**src/rtl/keypad_pkg.sv**
```systemverilog
// keypad_pkg: shared types and helpers for the 4x4 keypad scanner.
//   scan_state_t : scanner FSM states
//   key_code_t   : {row_idx[1:0], col_idx[1:0]} position code
//   first_low()  : lowest-index active-low row
//   col_drive()  : one-cold column drive pattern for a column index
//   key_to_hex() : position code -> printed legend (used by the display stage)
package keypad_pkg;

  typedef enum logic [1:0] {
    SCAN       = 2'd0,
    PRESS_DB   = 2'd1,
    HELD       = 2'd2,
    RELEASE_DB = 2'd3
  } scan_state_t;

  typedef logic [3:0] key_code_t;

  localparam int NUM_ROWS = 4;
  localparam int NUM_COLS = 4;

  // Scan from the top down so the lowest low row is the one left standing.
  function automatic logic [1:0] first_low(input logic [NUM_ROWS-1:0] r);
    first_low = 2'd0;
    for (int i = NUM_ROWS - 1; i >= 0; i--)
      if (!r[i]) first_low = 2'(i);
  endfunction

  function automatic logic [NUM_COLS-1:0] col_drive(input logic [1:0] idx);
    col_drive = ~(4'b0001 << idx);
  endfunction

  // Legend layout:  1 2 3 A / 4 5 6 B / 7 8 9 C / * 0 # D  with * = E, # = F.
  function automatic logic [3:0] key_to_hex(input key_code_t code);
    case (code)
      4'h0: key_to_hex = 4'h1;
      4'h1: key_to_hex = 4'h2;
      4'h2: key_to_hex = 4'h3;
      4'h3: key_to_hex = 4'hA;
      4'h4: key_to_hex = 4'h4;
      4'h5: key_to_hex = 4'h5;
      4'h6: key_to_hex = 4'h6;
      4'h7: key_to_hex = 4'hB;
      4'h8: key_to_hex = 4'h7;
      4'h9: key_to_hex = 4'h8;
      4'hA: key_to_hex = 4'h9;
      4'hB: key_to_hex = 4'hC;
      4'hC: key_to_hex = 4'hE;
      4'hD: key_to_hex = 4'h0;
      4'hE: key_to_hex = 4'hF;
      default: key_to_hex = 4'hD;
    endcase
  endfunction

endpackage

```
**src/rtl/debounce_counter.sv**
```systemverilog
// debounce_counter: saturating up-counter shared by press and release debounce.
//   clk   : clock, rising edge
//   reset : synchronous, active-low
//   clear : zero the count (wins over inc)
//   inc   : count up by one, holding at LIMIT-1
//   done  : count has reached LIMIT-1
module debounce_counter #(
  parameter int LIMIT = 16,
  localparam int W = (LIMIT > 2) ? $clog2(LIMIT) : 1
) (
  input  logic clk,
  input  logic reset,
  input  logic clear,
  input  logic inc,
  output logic done
);

  localparam logic [W-1:0] MAX = W'(LIMIT - 1);

  logic [W-1:0] cnt;

  always_ff @(posedge clk) begin
    if (!reset)                 cnt <= '0;
    else if (clear)             cnt <= '0;
    else if (inc && cnt != MAX) cnt <= cnt + W'(1);
  end

  assign done = (cnt == MAX);

endmodule

```
**src/rtl/keypad_scanner.sv**
```systemverilog
// keypad_scanner: column-scanning 4x4 keypad controller with press/release
// debounce and a single-cycle strobe per accepted press (no auto-repeat).
//   clk       : clock, rising edge
//   reset     : synchronous, active-low
//   rows      : synchronized row lines, active-low (0 = key closed)
//   cols      : one-cold column drive, bit i low selects column i
//   key       : last accepted key, {row_idx, col_idx}
//   key_valid : one-cycle strobe, key is new on this cycle
// Optional build macro KEYPAD_MULTI_REJECT_EN: treat two or more low rows in
// the driven column as no press, and abort a press debounce if a second row
// drops. Without it the lowest-index low row wins.
module keypad_scanner
  import keypad_pkg::*;
#(
  parameter int SETTLE_CYCLES   = 4,
  parameter int DEBOUNCE_CYCLES = 16
) (
  input  logic      clk,
  input  logic      reset,
  input  logic [3:0] rows,
  output logic [3:0] cols,
  output key_code_t key,
  output logic      key_valid
);

  localparam int SW = $clog2(SETTLE_CYCLES);
  localparam logic [SW-1:0] SETTLE_LAST = SW'(SETTLE_CYCLES - 1);

  scan_state_t   state, state_d;
  logic [1:0]    col_idx, col_d;
  logic [1:0]    row_idx, row_d;
  logic [SW-1:0] settle_cnt, settle_d;
  key_code_t     key_d;
  logic          kv_d;
  logic          deb_clr, deb_inc, deb_done;
  logic          press_seen, row_up, abort;

  // Only the captured row is watched once a press is in flight.
  assign row_up = rows[row_idx];

`ifdef KEYPAD_MULTI_REJECT_EN
  logic [3:0] row_low;
  logic       other_low;
  assign row_low    = ~rows;
  assign press_seen = ($countones(row_low) == 1);
  assign other_low  = |(row_low & ~(4'b0001 << row_idx));
  assign abort      = row_up || other_low;
`else
  assign press_seen = (rows != 4'hF);
  assign abort      = row_up;
`endif

  debounce_counter #(.LIMIT(DEBOUNCE_CYCLES)) u_deb (
    .clk   (clk),
    .reset (reset),
    .clear (deb_clr),
    .inc   (deb_inc),
    .done  (deb_done)
  );

  always_comb begin
    state_d  = state;
    col_d    = col_idx;
    row_d    = row_idx;
    settle_d = settle_cnt;
    key_d    = key;
    kv_d     = 1'b0;
    deb_clr  = 1'b0;
    deb_inc  = 1'b0;
    case (state)
      SCAN: begin
        if (settle_cnt == SETTLE_LAST) begin
          settle_d = '0;
          if (press_seen) begin
            row_d   = first_low(rows);
            deb_clr = 1'b1;
            state_d = PRESS_DB;
          end else begin
            col_d = col_idx + 2'd1;
          end
        end else begin
          settle_d = settle_cnt + SW'(1);
        end
      end
      PRESS_DB: begin
        // A bounce on the completing edge wins: abort is checked first.
        if (abort) begin
          col_d    = col_idx + 2'd1;
          settle_d = '0;
          state_d  = SCAN;
        end else if (deb_done) begin
          key_d   = {row_idx, col_idx};
          kv_d    = 1'b1;
          state_d = HELD;
        end else begin
          deb_inc = 1'b1;
        end
      end
      HELD: begin
        if (row_up) begin
          deb_clr = 1'b1;
          state_d = RELEASE_DB;
        end
      end
      RELEASE_DB: begin
        if (!row_up) begin
          deb_clr = 1'b1;
          state_d = HELD;
        end else if (deb_done) begin
          col_d    = col_idx + 2'd1;
          settle_d = '0;
          state_d  = SCAN;
        end else begin
          deb_inc = 1'b1;
        end
      end
      default: state_d = SCAN;
    endcase
  end

  always_ff @(posedge clk) begin
    if (!reset) begin
      state      <= SCAN;
      col_idx    <= '0;
      row_idx    <= '0;
      settle_cnt <= '0;
      cols       <= 4'b1110;
      key        <= '0;
      key_valid  <= 1'b0;
    end else begin
      state      <= state_d;
      col_idx    <= col_d;
      row_idx    <= row_d;
      settle_cnt <= settle_d;
      cols       <= col_drive(col_d);
      key        <= key_d;
      key_valid  <= kv_d;
    end
  end

endmodule

```
**config.mk**
```make
export PLATFORM = sky130hd
export DESIGN_NAME = keypad_scanner
export DESIGN_NICKNAME = d
export VERILOG_FILES = /design/src/rtl/keypad_pkg.sv /design/src/rtl/debounce_counter.sv /design/src/rtl/keypad_scanner.sv
export SDC_FILE = /design/constraint.sdc
export NUM_CORES = 1
export LEC_CHECK = 0
export BUFFER_PORTS_ARGS = -buffer_cell sky130_fd_sc_hd__buf_2
export CAP_MARGIN = 20
export CORE_ASPECT_RATIO = 1.5
export CORE_MARGIN = 2
export CORE_UTILIZATION = 40
export CTS_BUF_LIST = sky130_fd_sc_hd__clkbuf_4
export DETAILED_ROUTE_END_ITERATION = 10
export MAX_ROUTING_LAYER = met4
export PLACE_DENSITY_LB_ADDON = 0.1
export REMOVE_ABC_BUFFERS = 1
export SLEW_MARGIN = 20
export SYNTH_ARGS = -nofsm -noshare
export SYNTH_HDL_FRONTEND = slang
export SYNTH_HIERARCHICAL = 1
export SYNTH_SLANG_ARGS = --single-unit
```
**constraint.sdc**
```tcl
create_clock -name clk -period 2.5 [get_ports clk]
set_input_delay 0.375 -clock clk [delete_from_list [all_inputs] [get_ports clk]]
set_output_delay 0.375 -clock clk [all_outputs]
set_load 0.005 [all_outputs]
```
-- After elaboration in Yosys (flattened, before gate mapping)
Cells that the tools add are included.
- output and inout bits: 9
- flip-flop bits (word level): 21
- input port bits: 6
- $lt $le $gt $ge: 1
- equal/unequal tests: 15
- shift operators: 1
- multiplexer cells: 34
- add/sub/neg operators: 3
- reduce and logical (&&, ||, !) cells: 9
- bitwise gates (word level): 4
- operators by type and width (cell ; count):
    2-to-1 mux 2 bit ; 19
    != test 2 bit, second input constant ; 6
    one-hot mux 2 bit (3 select lines) ; 2
    2-to-1 mux 1 bit ; 9
    != test 4 bit, second input constant ; 2
    one-hot mux 2 bit (4 select lines) ; 1
    equality test 2 bit, second input constant ; 3
    != test 3 bit, second input constant ; 2
    AND reduction 3 bit ; 2
    AND reduction 5 bit ; 1
    adder 2 x 1 -> 2 bit, second input constant ; 2
    adder 4 x 1 -> 4 bit, second input constant ; 1
    equality test 4 bit, second input constant ; 1
    NOT 4 bit ; 1
    AND reduction 4 bit ; 1
    << shifter 1 x 2 -> 4 bit, first input constant ; 1
    less-than comparator 2 x 3 -> 1 bit, second input constant ; 1
    NOT 1 bit ; 3
    one-hot mux 1 bit (3 select lines) ; 1
    nonzero test 3 bit ; 1
    OR reduction 3 bit ; 1
    binary-select mux 1 bit (select 2 bit) ; 1
    equality test 2 x 1 -> 1 bit, second input constant ; 1
    logical NOT 2 bit ; 1
    other kinds (3) ; 3

-- Logic depth before layout (Yosys ltp)
Gate-level depths: netlist (run 1).
- word-level depth: 6
- mapped depth: 7

-- Cells and area by module
The synthesis (run 1) kept the hierarchy.
- by module, submodules not included (module ; times used ; area an instance (um2) ; cells each):
    keypad_scanner ; 1 ; 792.0 ; 87
    debounce_counter ; 1 ; 197.7 ; 22

-- Worst setup path before layout (run 1)
Ideal clock, no wire load.
- kind: reg-to-reg
- start: reg row_idx[0]
- end: reg u_deb.cnt[0]
- setup slack: 0.365 ns
- period minus slack after synthesis: 2.135 ns
- cell stages (with the launch flop): 8
- arrival: 2.065 ns
- library setup time: 0.070 ns
- cell sequence: dfxtp_1 mux4_2 buf_6 xnor2_1 nor3_1 clkinv_1 or3_1 a21oi_1
- cells in the longest elaborated chain, start to end: 5
- elaborated cells on any way between the ends: 10
- those cells by class: mux (8); reduce/logical (2)
- RTL lines (item ; line ; RTL):
    from (decl) ; keypad_scanner.sv:31 ; logic [1:0] row_idx, row_d;
    from (signal assigned) ; keypad_scanner.sv:133 ; row_idx <= row_d;
    binary-select mux 1 bit (select 2 bit) (*) ; keypad_scanner.sv:39 ; assign row_up = rows[row_idx];
    2-to-1 mux 1 bit (implied by the code) (*) ; keypad_scanner.sv:39 ;
    2-to-1 mux 1 bit, on equally long branches ; keypad_scanner.sv:106, keypad_scanner.sv:87 ;
    one-hot mux 1 bit (2 select lines) (*) ; keypad_scanner.sv:70 ; case (state)
    net deb_inc ; keypad_scanner.sv:35 ; logic deb_clr, deb_inc, deb_done;
    logical AND 1 bit (*) ; debounce_counter.sv:25 ; else if (inc && cnt != MAX) cnt <= cnt + W'(1);
    to (signal assigned) ; debounce_counter.sv:25 ;
    to (decl) ; debounce_counter.sv:20 ; logic [W-1:0] cnt;
The timed path passes the listed nets; every way through them passes the cells marked *. The select of a mux whose other input is x is not followed.
A chain may end at the register's enable or synchronous reset.

-- Final worst setup path (run 1)
Ends and elaborated chain as after synthesis.

==> results of run 1 <==
-- critical path: cells and delay by family, from the launching register on --
family                    cells  cell delay (ns)
xor gates and xnor gates      1             0.17
buffers and inverters         1             0.15
muxes                         1             0.66
and+or+nand+nor               2             0.56
AOI/OAI and AO/OA             1             0.14
DFF                           1             0.41
-- final timing paths --
kind	startpoint	to	slack, ns	cells past startpoint
worst min register to register	key[3]	key[3]	0.47	2
worst max register to register	row_idx[0]	u_deb/cnt[0]	0.36	6
worst min-delay path	rows[0]	row_idx[1]	0.33	3
worst max-delay path	row_idx[0]	u_deb/cnt[0]	0.36	6
-- per-layer routing --
layer	global-route usage (%)	share of wire [%]	vias to the layer above
met4	7.955	1.8	0
li1	-	-	423
met5	-	0	-
met2	25.72	48	12
met3	1.671	3.0	4
met1	18.86	47	384
-- report_power, final --
part / total [uW] / internal (uW) / switching (uW)
combinational: 75.6 / 32.4 / 43.2
sequential: 359 / 348 / 11.3
clock: 165 / 59.9 / 105
-- flip-flops by register name, indices dropped and copies added, names as in the netlist, named ones only --
signal      cells
col_idx         2
cols            4
key             4
key_valid       1
row_idx         2
settle_cnt      2
state           1
u_deb/cnt       4
-- cells in the final DEF, fill, tap and decap left out, types with 2 or more instances in the layout --
cell type  synthesis  final
a21oi_1           13     13
o21ai_1            3      3
or3_1              2      2
ha_1               2      2
a211oi_1           2      2
nor3_1             2      2
nand2_1           11     11
nand2b_1           3      3
nand3b_1           2      2
and3_1             2      2
inv_1              5      5
buf_2              0     14
o21ai_0            6      6
clkinv_1           2      2
nand3_1            5      5
dfxtp_1           21     21
nand4_1            2      2
clkbuf_4           0      3
nor2_1             2      2
-- layout make-up --
type	count	area, sq um	share of cell area, %
flip-flops and latches	21	420.4	38.53
clock inverters	1	5.005	0.4587
repair buffers	15	77.57	7.110
well taps	24	30.03	2.752
clock buffers	3	22.52	2.064
inverters	7	26.28	2.408
multi-input cells	76	509.2	46.67
-- cells by family after synthesis --
group / after synthesis
adders and majority gates: 2
xor gates and xnor gates: 1
buffers and inverters: 12
muxes: 1
AOI/OAI and AO/OA: 33
and+or+nand+nor: 39
DFF: 21
-- through the flow --
| stage | hold slack, ns | total power [uW] |
|---|---|---|
| global placement | 0.4463 | 439.8 |
| finish | 0.3288 | 599.8 |
| CTS | 0.3280 | 608.5 |
| global route | 0.3464 | 632.8 |
| floorplan | 0.4327 | 418.1 |
| detailed placement | 0.4492 | 441.9 |
==> run metrics, run 1 <==
CP max stage cell=mux4_2; syn avg cell area=9.080 sq um; Synth Flop Type=dfxtp_1; Post-synth EDFFs=0; mux cell area share after synthesis=2.276%; post-synthesis adder-cell area fraction=2.528%; # resized after CTS=0; synth warn=6; H-tree Lvls=1; port bufs=14; largest family of logic cells by synthesized area=simple AND/OR/NAND/NOR gates; synth cell count leaders=21 x dfxtp_1, 13 x a21oi_1, 11 x nand2_1; final worst slack=0.3619 ns; minimum clock period=2.138 ns; dominant cells by area after synthesis=dfxtp_1 42%, a21oi_1 6.6%, nand2_1 4.2%; core area=2395 sq um; setup TNS=0 ns; Detailed Routing Iterations Pass 1=4; critical path class=reg2reg; Avg WL per Cell=13.10 microns; gp weighted congestion=0.7905; Mapped Cells=109; post-synthesis cell type count=38; CTS sink count=21; clk buf depth=2; post-synthesis compound-gate area fraction=21.87%; design area=1091 sq um; number of global-route vias before repair=796; Clk Latency, worst-skew pair=0.31 ns; most numerous cell in the Yosys netlist=dfxtp_1; DRT Wirelength=1926 microns; Worst setup SP type=register; post-synth top area share=42.48%; Worst EP arrival=2.39 ns; endpoints failing setup=0; RSZ-0062 raised after global routing=no; CTS tree=done; Placement Rows=22; CP cell instances=mux4_2 > xnor2_1 > nor3_1 > clkinv_1 > or3_1 > a21oi_1; Critical Path RT=2.75 ns; Die Area=2896 sq um; final hold vios=0; global-route wire length before repair=3401 microns; Post-Synth XOR/XNOR Area=0.8850%; initial drt markers=14; Crit Path Max Fanout=9; area of placed instances=1064 sq um; Final nets=132; post-route antenna net violation count=0; f_max=467.7 MHz; # fillers=257; clock root cell=clkbuf_4; Hold Buf Count CTS=0; largest net degree at the start of global routing=15; status=complete, no violations; Yosys reg bits=21; initial antenna violation count=0; die span in x=44.62 microns; peak supply drop=0.2650 mV; Post-Layout Cell Count=147; cell taking the most area after synthesis=dfxtp_1; Crit path largest cell delay=0.66 ns; dpl cells=143; Relative slew margins=70.70%; post-detail-place hpwl=1383 microns; async set-reset flop share out of synthesis=0%; Post-CTS Setup Inserts=0; skew final=0.003773 ns; Slew @ Worst Pin=0.4376 ns; Initial Util=41.33%; max-slew violations=0; CP Capture Type=register; Vias per Instance=5.599; Tcrit/Tclk final=85.53%; share of layout cells above drive strength 1=20.33%; Post-Synth Simple-Gate Area=23.89%; Overflow after GRT=0; GRT Overall Usage=15.86%; Remaining DRCs=0; Syn Std Cell Area=989.7 sq um; CTS buffer count=3; Die Ht=64.92 microns; leakage=0.0004003 uW; # IOs=15; number of max-cap violations=0; post-place setup slack=0.3101 ns; pwr/cell area=549.8 nW/um^2; sequential element share of the synthesized area=42.48%; Area Overhead vs Synth=10.24%; antenna diode count=0; Via Count=823; worst hold path class=in2reg; Worst-path clk slew=0.12 ns; fin util=45.56%
(Power assumes the default switching activity.)
==> run 2, diff against run 1 <==
Settings changed: CAP_MARGIN 20 to default, CELL_PAD_IN_SITES_DETAIL_PLACEMENT from default to 1, CELL_PAD_IN_SITES_GLOBAL_PLACEMENT from default to 1.
==> run 2 against run 1 <==
Against the previous run:
- first-iteration DRC count shrank 14%
- sequential cell count is the same
- sequential power is essentially flat
- critical path type unchanged
- largest power group unchanged
==> run metrics, run 2 (synthesized netlist as in run 1, its figures left out) <==
status=complete, no violations; gp weighted congestion=0.7410 (-6.3%); Detailed Routing Iterations Pass 1=4 (unchanged); Worst EP arrival=2.45 ns (+0.06 ns); worst hold path class=in2reg; post-detail-place hpwl=1614 microns (+17%); max-slew violations=0 (unchanged); core area=2395 sq um (unchanged); number of max-cap violations=0 (unchanged); post-place setup slack=0.2548 ns (-0.05531 ns); # IOs=15 (unchanged); Slew @ Worst Pin=0.4485 ns (+0.01089 ns); setup TNS=0 ns (unchanged); CP Capture Type=register; Avg WL per Cell=14.44 microns (+10%); Die Ht=64.92 microns (unchanged); # fillers=311 (+21%); initial drt markers=12 (-2); Vias per Instance=5.653 (+0.97%); Tcrit/Tclk final=87.98% (+2.5 points); clock root cell=clkbuf_4; Worst-path clk slew=0.13 ns (about the same); die span in x=44.62 microns (unchanged); GRT Overall Usage=17.11% (+1.3 points); Crit Path Max Fanout=9 (unchanged); Via Count=831 (+0.97%); minimum clock period=2.200 ns (+0.06144 ns); Hold Buf Count CTS=0 (unchanged); Largest regs=cols x4, key x4, u_deb/cnt x4; port bufs=14 (unchanged); largest net degree at the start of global routing=15 (unchanged); Final nets=132 (unchanged); Die Area=2896 sq um (unchanged); Overflow after GRT=0 (unchanged); commonest non-fill, non-tap cell in the layout=dfxtp_1; DRT Wirelength=2123 microns (+10%); pwr/cell area=554.8 nW/um^2 (+0.91%); Initial Util=41.33% (unchanged); antenna diode count=0 (unchanged); CTS sink count=21 (unchanged); final worst slack=0.3004 ns (-0.06145 ns); f_max=454.6 MHz (-2.8%); number of global-route vias before repair=824 (+3.5%); skew final=0.004007 ns (+0.0002346 ns); initial antenna violation count=0 (unchanged); CP max stage cell=mux4_2; endpoints failing setup=0 (unchanged); final hold vios=0 (unchanged); Placement Rows=22 (unchanged); post-route antenna net violation count=0 (unchanged); total power draw=605.3 uW (+0.91%); RSZ-0062 raised after global routing=no; Worst setup SP type=register; clk buf depth=2 (unchanged); Crit path largest cell delay=0.66 ns (about the same); critical path class=reg2reg; CP cell instances=mux4_2 > xnor2_1 > nor3_1 > clkinv_1 > or3_1 > a21oi_1; Post-CTS Setup Inserts=0 (unchanged); peak supply drop=0.2998 mV (+13%); Critical Path RT=2.75 ns (about the same); Relative slew margins=69.97% (-0.73 points); hold_ws=0.3334 ns (+0.004563 ns); # resized after CTS=0 (unchanged); Remaining DRCs=0 (unchanged); CTS buffer count=3 (unchanged); leakage=0.0004003 uW (unchanged); Area Overhead vs Synth=10.24% (unchanged); CTS tree=done; share of layout cells above drive strength 1=20.33% (unchanged); Clk Latency, worst-skew pair=0.31 ns (about the same); fin util=45.56% (unchanged); H-tree Lvls=1 (unchanged); most frequent cells in the layout=21 x dfxtp_1, 14 x buf_2, 13 x a21oi_1; global-route wire length before repair=3663 microns (+7.7%)
[run 2: worst paths after layout]
check,from,end,slack (ns),cells after the start
max,row_idx[0],u_deb/cnt[0],0.30,6
min reg2reg,key[3],key[3],0.47,2
min,rows[0],row_idx[1],0.33,3
max reg2reg,row_idx[0],u_deb/cnt[0],0.30,6
[run 2: worst max-delay path, delay by kind of cell, from the launching register on]
| family | cells | cell delay, ns |
|---|---|---|
| AOI/OAI and AO/OA | 1 | 0.14 |
| muxes | 1 | 0.66 |
| xor gates and xnor gates | 1 | 0.17 |
| DFF | 1 | 0.41 |
| and+or+nand+nor | 2 | 0.59 |
| buffers and inverters | 1 | 0.17 |
[run 2: area by class of cell]
cell class,count,area (sq um),area share [%]
repair buffers,15,77.57,7.110
multi-input cells,76,509.2,46.67
clock inverters,1,5.005,0.4587
clock buffers,3,22.52,2.064
inverters,7,26.28,2.408
flip-flops and latches,21,420.4,38.53
well taps,24,30.03,2.752
[run 2: where the power goes]
group | internal, uW | switching (uW) | leakage, uW
Clock | 59.7 | 110 | 0.0000177
Sequential | 348 | 11.8 | 0.000170
Combinational | 32.4 | 43.8 | 0.000213
Total | 440 | 166 | 0.000400
[run 2: per-stage QoR]
stage                     std cells  instance area (sq um)
after global placement          143                   1064
after global routing            147                   1091
after detailed placement        143                   1064
after CTS                       147                   1091
final                           147                   1091
after floorplan                 104                  955.9
[run 2: metal layers]
layer | vias up | part of all wire [%] | GRT usage [%]
met5 | - | 0 | -
met4 | 0 | 0.80 | 6.818
met3 | 2 | 2.3 | 1.671
met2 | 11 | 54 | 28.44
met1 | 396 | 43 | 20.59
li1 | 422 | - | -
==> run 3, diff against run 2 <==
Settings changed: CORE_MARGIN 2 to 10.
==> run 3 against run 2 <==
Against the previous run:
- hold slack improved by 0.0069 ns
- utilization decreased by 0.52 points
- global-route usage decreased by 7.4 points
- wire length shrank 1.0%
- clock skew about the same
- sequential cell count did not move
- via count decreased by 0.48%
==> run metrics, run 3 (synthesized netlist as in run 1, its figures left out) <==
status=complete, no violations; Overflow after GRT=0 (unchanged); skew final=0.003787 ns (-0.0002203 ns); final worst slack=0.3491 ns (+0.04864 ns); initial antenna violation count=0 (unchanged); Worst-path clk slew=0.11 ns (-0.02 ns); Crit Path Max Fanout=9 (unchanged); Final nets=132 (unchanged); clk buf depth=2 (unchanged); CTS tree=done; commonest non-fill, non-tap cell in the layout=dfxtp_1; Flop pwr share=60.3% (+0.9 points); Worst setup SP type=register; Initial Util=40.86% (-0.47 points); Avg WL per Cell=14.29 microns (-1.0%); CTS buffer count=3 (unchanged); Detailed Routing Iterations Pass 1=4 (unchanged); GRT Overall Usage=9.751% (-7.4 points); Clock Power Share=26.9% (-1.1 points); area of placed instances=1064 sq um (unchanged); Die Ht=80.92 microns (+25%); peak supply drop=0.3067 mV (+2.3%); initial drt markers=14 (+2); post-route antenna net violation count=0 (unchanged); final hold vios=0 (unchanged); Sw Share=26.14% (-1.2 points); setup TNS=0 ns (unchanged); share of layout cells above drive strength 1=20.33% (unchanged); antenna diode count=0 (unchanged); H-tree Lvls=1 (unchanged); minimum clock period=2.151 ns (-0.04864 ns); core area=2422 sq um (+1.1%); Worst EP arrival=2.39 ns (-0.06 ns); max-slew violations=0 (unchanged); critical path class=reg2reg; Critical Path RT=2.74 ns (about the same); NetSw=155.7 uW (-5.9%); leakage=0.0004003 uW (unchanged); total power draw=595.6 uW (-1.6%); port bufs=14 (unchanged); global-route wire length before repair=3760 microns (+2.6%); DRT Wirelength=2101 microns (-1.0%); Post-CTS Setup Inserts=0 (unchanged); Remaining DRCs=0 (unchanged); die span in x=60.62 microns (+36%); worst hold path class=in2reg; Via Count=827 (-0.48%); CP Capture Type=register; CTS sink count=21 (unchanged); post-detail-place hpwl=1662 microns (+3.0%); RSZ-0062 raised after global routing=no; number of global-route vias before repair=833 (+1.1%); Tcrit/Tclk final=86.04% (-1.9 points); Hold Buf Count CTS=0 (unchanged); clock root cell=clkbuf_4; flop2flop setup slack=0.35 ns (+0.05 ns); number of max-cap violations=0 (unchanged); Clk Latency, worst-skew pair=0.30 ns (about the same); # IOs=15 (unchanged); Die Area=4905 sq um (+69%); Slew @ Worst Pin=0.4409 ns (-0.007591 ns); f_max=464.9 MHz (+2.3%); Vias per Instance=5.626 (-0.48%); largest net degree at the start of global routing=15 (unchanged); design area=1091 sq um (unchanged); gp weighted congestion=0.7231 (-2.4%); Gate power share=12.8% (+0.2 points); Relative slew margins=70.48% (+0.51 points); Area Overhead vs Synth=10.24% (unchanged); endpoints failing setup=0 (unchanged); pwr/cell area=545.9 nW/um^2 (-1.6%); internal power=439.9 uW (about the same); most frequent cells in the layout=21 x dfxtp_1, 14 x buf_2, 13 x a21oi_1; # resized after CTS=0 (unchanged); Largest regs=cols x4, key x4, u_deb/cnt x4; Placement Rows=22 (unchanged); post-place setup slack=0.2671 ns (+0.01225 ns)
[run 3: power by group through the flow]
stage          clock (uW)  sequential (uW)  combinational, uW
5_1_grt               189              362               88.5
6_report              160              359               76.4
3_3_place_gp            0              366               74.2
4_1_cts               170              359               77.8
2_1_floorplan           0              364               54.0
3_5_place_dp            0              367               77.8
[run 3: stage by stage]
stage               hold WS [ns]  util (%)  std cells
floorplan                 0.4327         -        104
global placement          0.4448     43.91        143
detailed placement        0.4571     43.91        143
CTS                       0.3335     45.04        147
global route              0.3408     45.04        147
finish                    0.3404     45.04        147
[run 3: layout make-up]
cell class | instances | area (sq um)
fillers | 316 | 1331
flip-flops and latches | 21 | 420.4
multi-input cells | 76 | 509.2
inverters | 7 | 26.28
clock buffers | 3 | 22.52
well taps | 24 | 30.03
clock inverters | 1 | 5.005
repair buffers | 15 | 77.57
[run 3: path summary, 6_finish.rpt]
| check | from | cells after the start | to |
|---|---|---|---|
| worst max register to register | row_idx[0] | 6 | u_deb/cnt[0] |
| worst max-delay path | row_idx[0] | 6 | u_deb/cnt[0] |
| worst min register to register | settle_cnt[1] | 2 | settle_cnt[1] |
| worst min-delay path | rows[0] | 3 | row_idx[1] |
[run 3: metal layers]
layer	GRT usage, %	part of all wire [%]
met1	10.86	43
met2	15.95	52
met3	2.028	2.7
met4	4.626	1.7
met5	-	0
[run 3: worst max-delay path, cell delays in order, from the launching register on]
cell	delay, ns
dfxtp_1	0.40
mux4_2	0.66
xnor2_1	0.17
nor3_1	0.21
clkinv_1	0.16
or3_1	0.36
a21oi_1	0.14
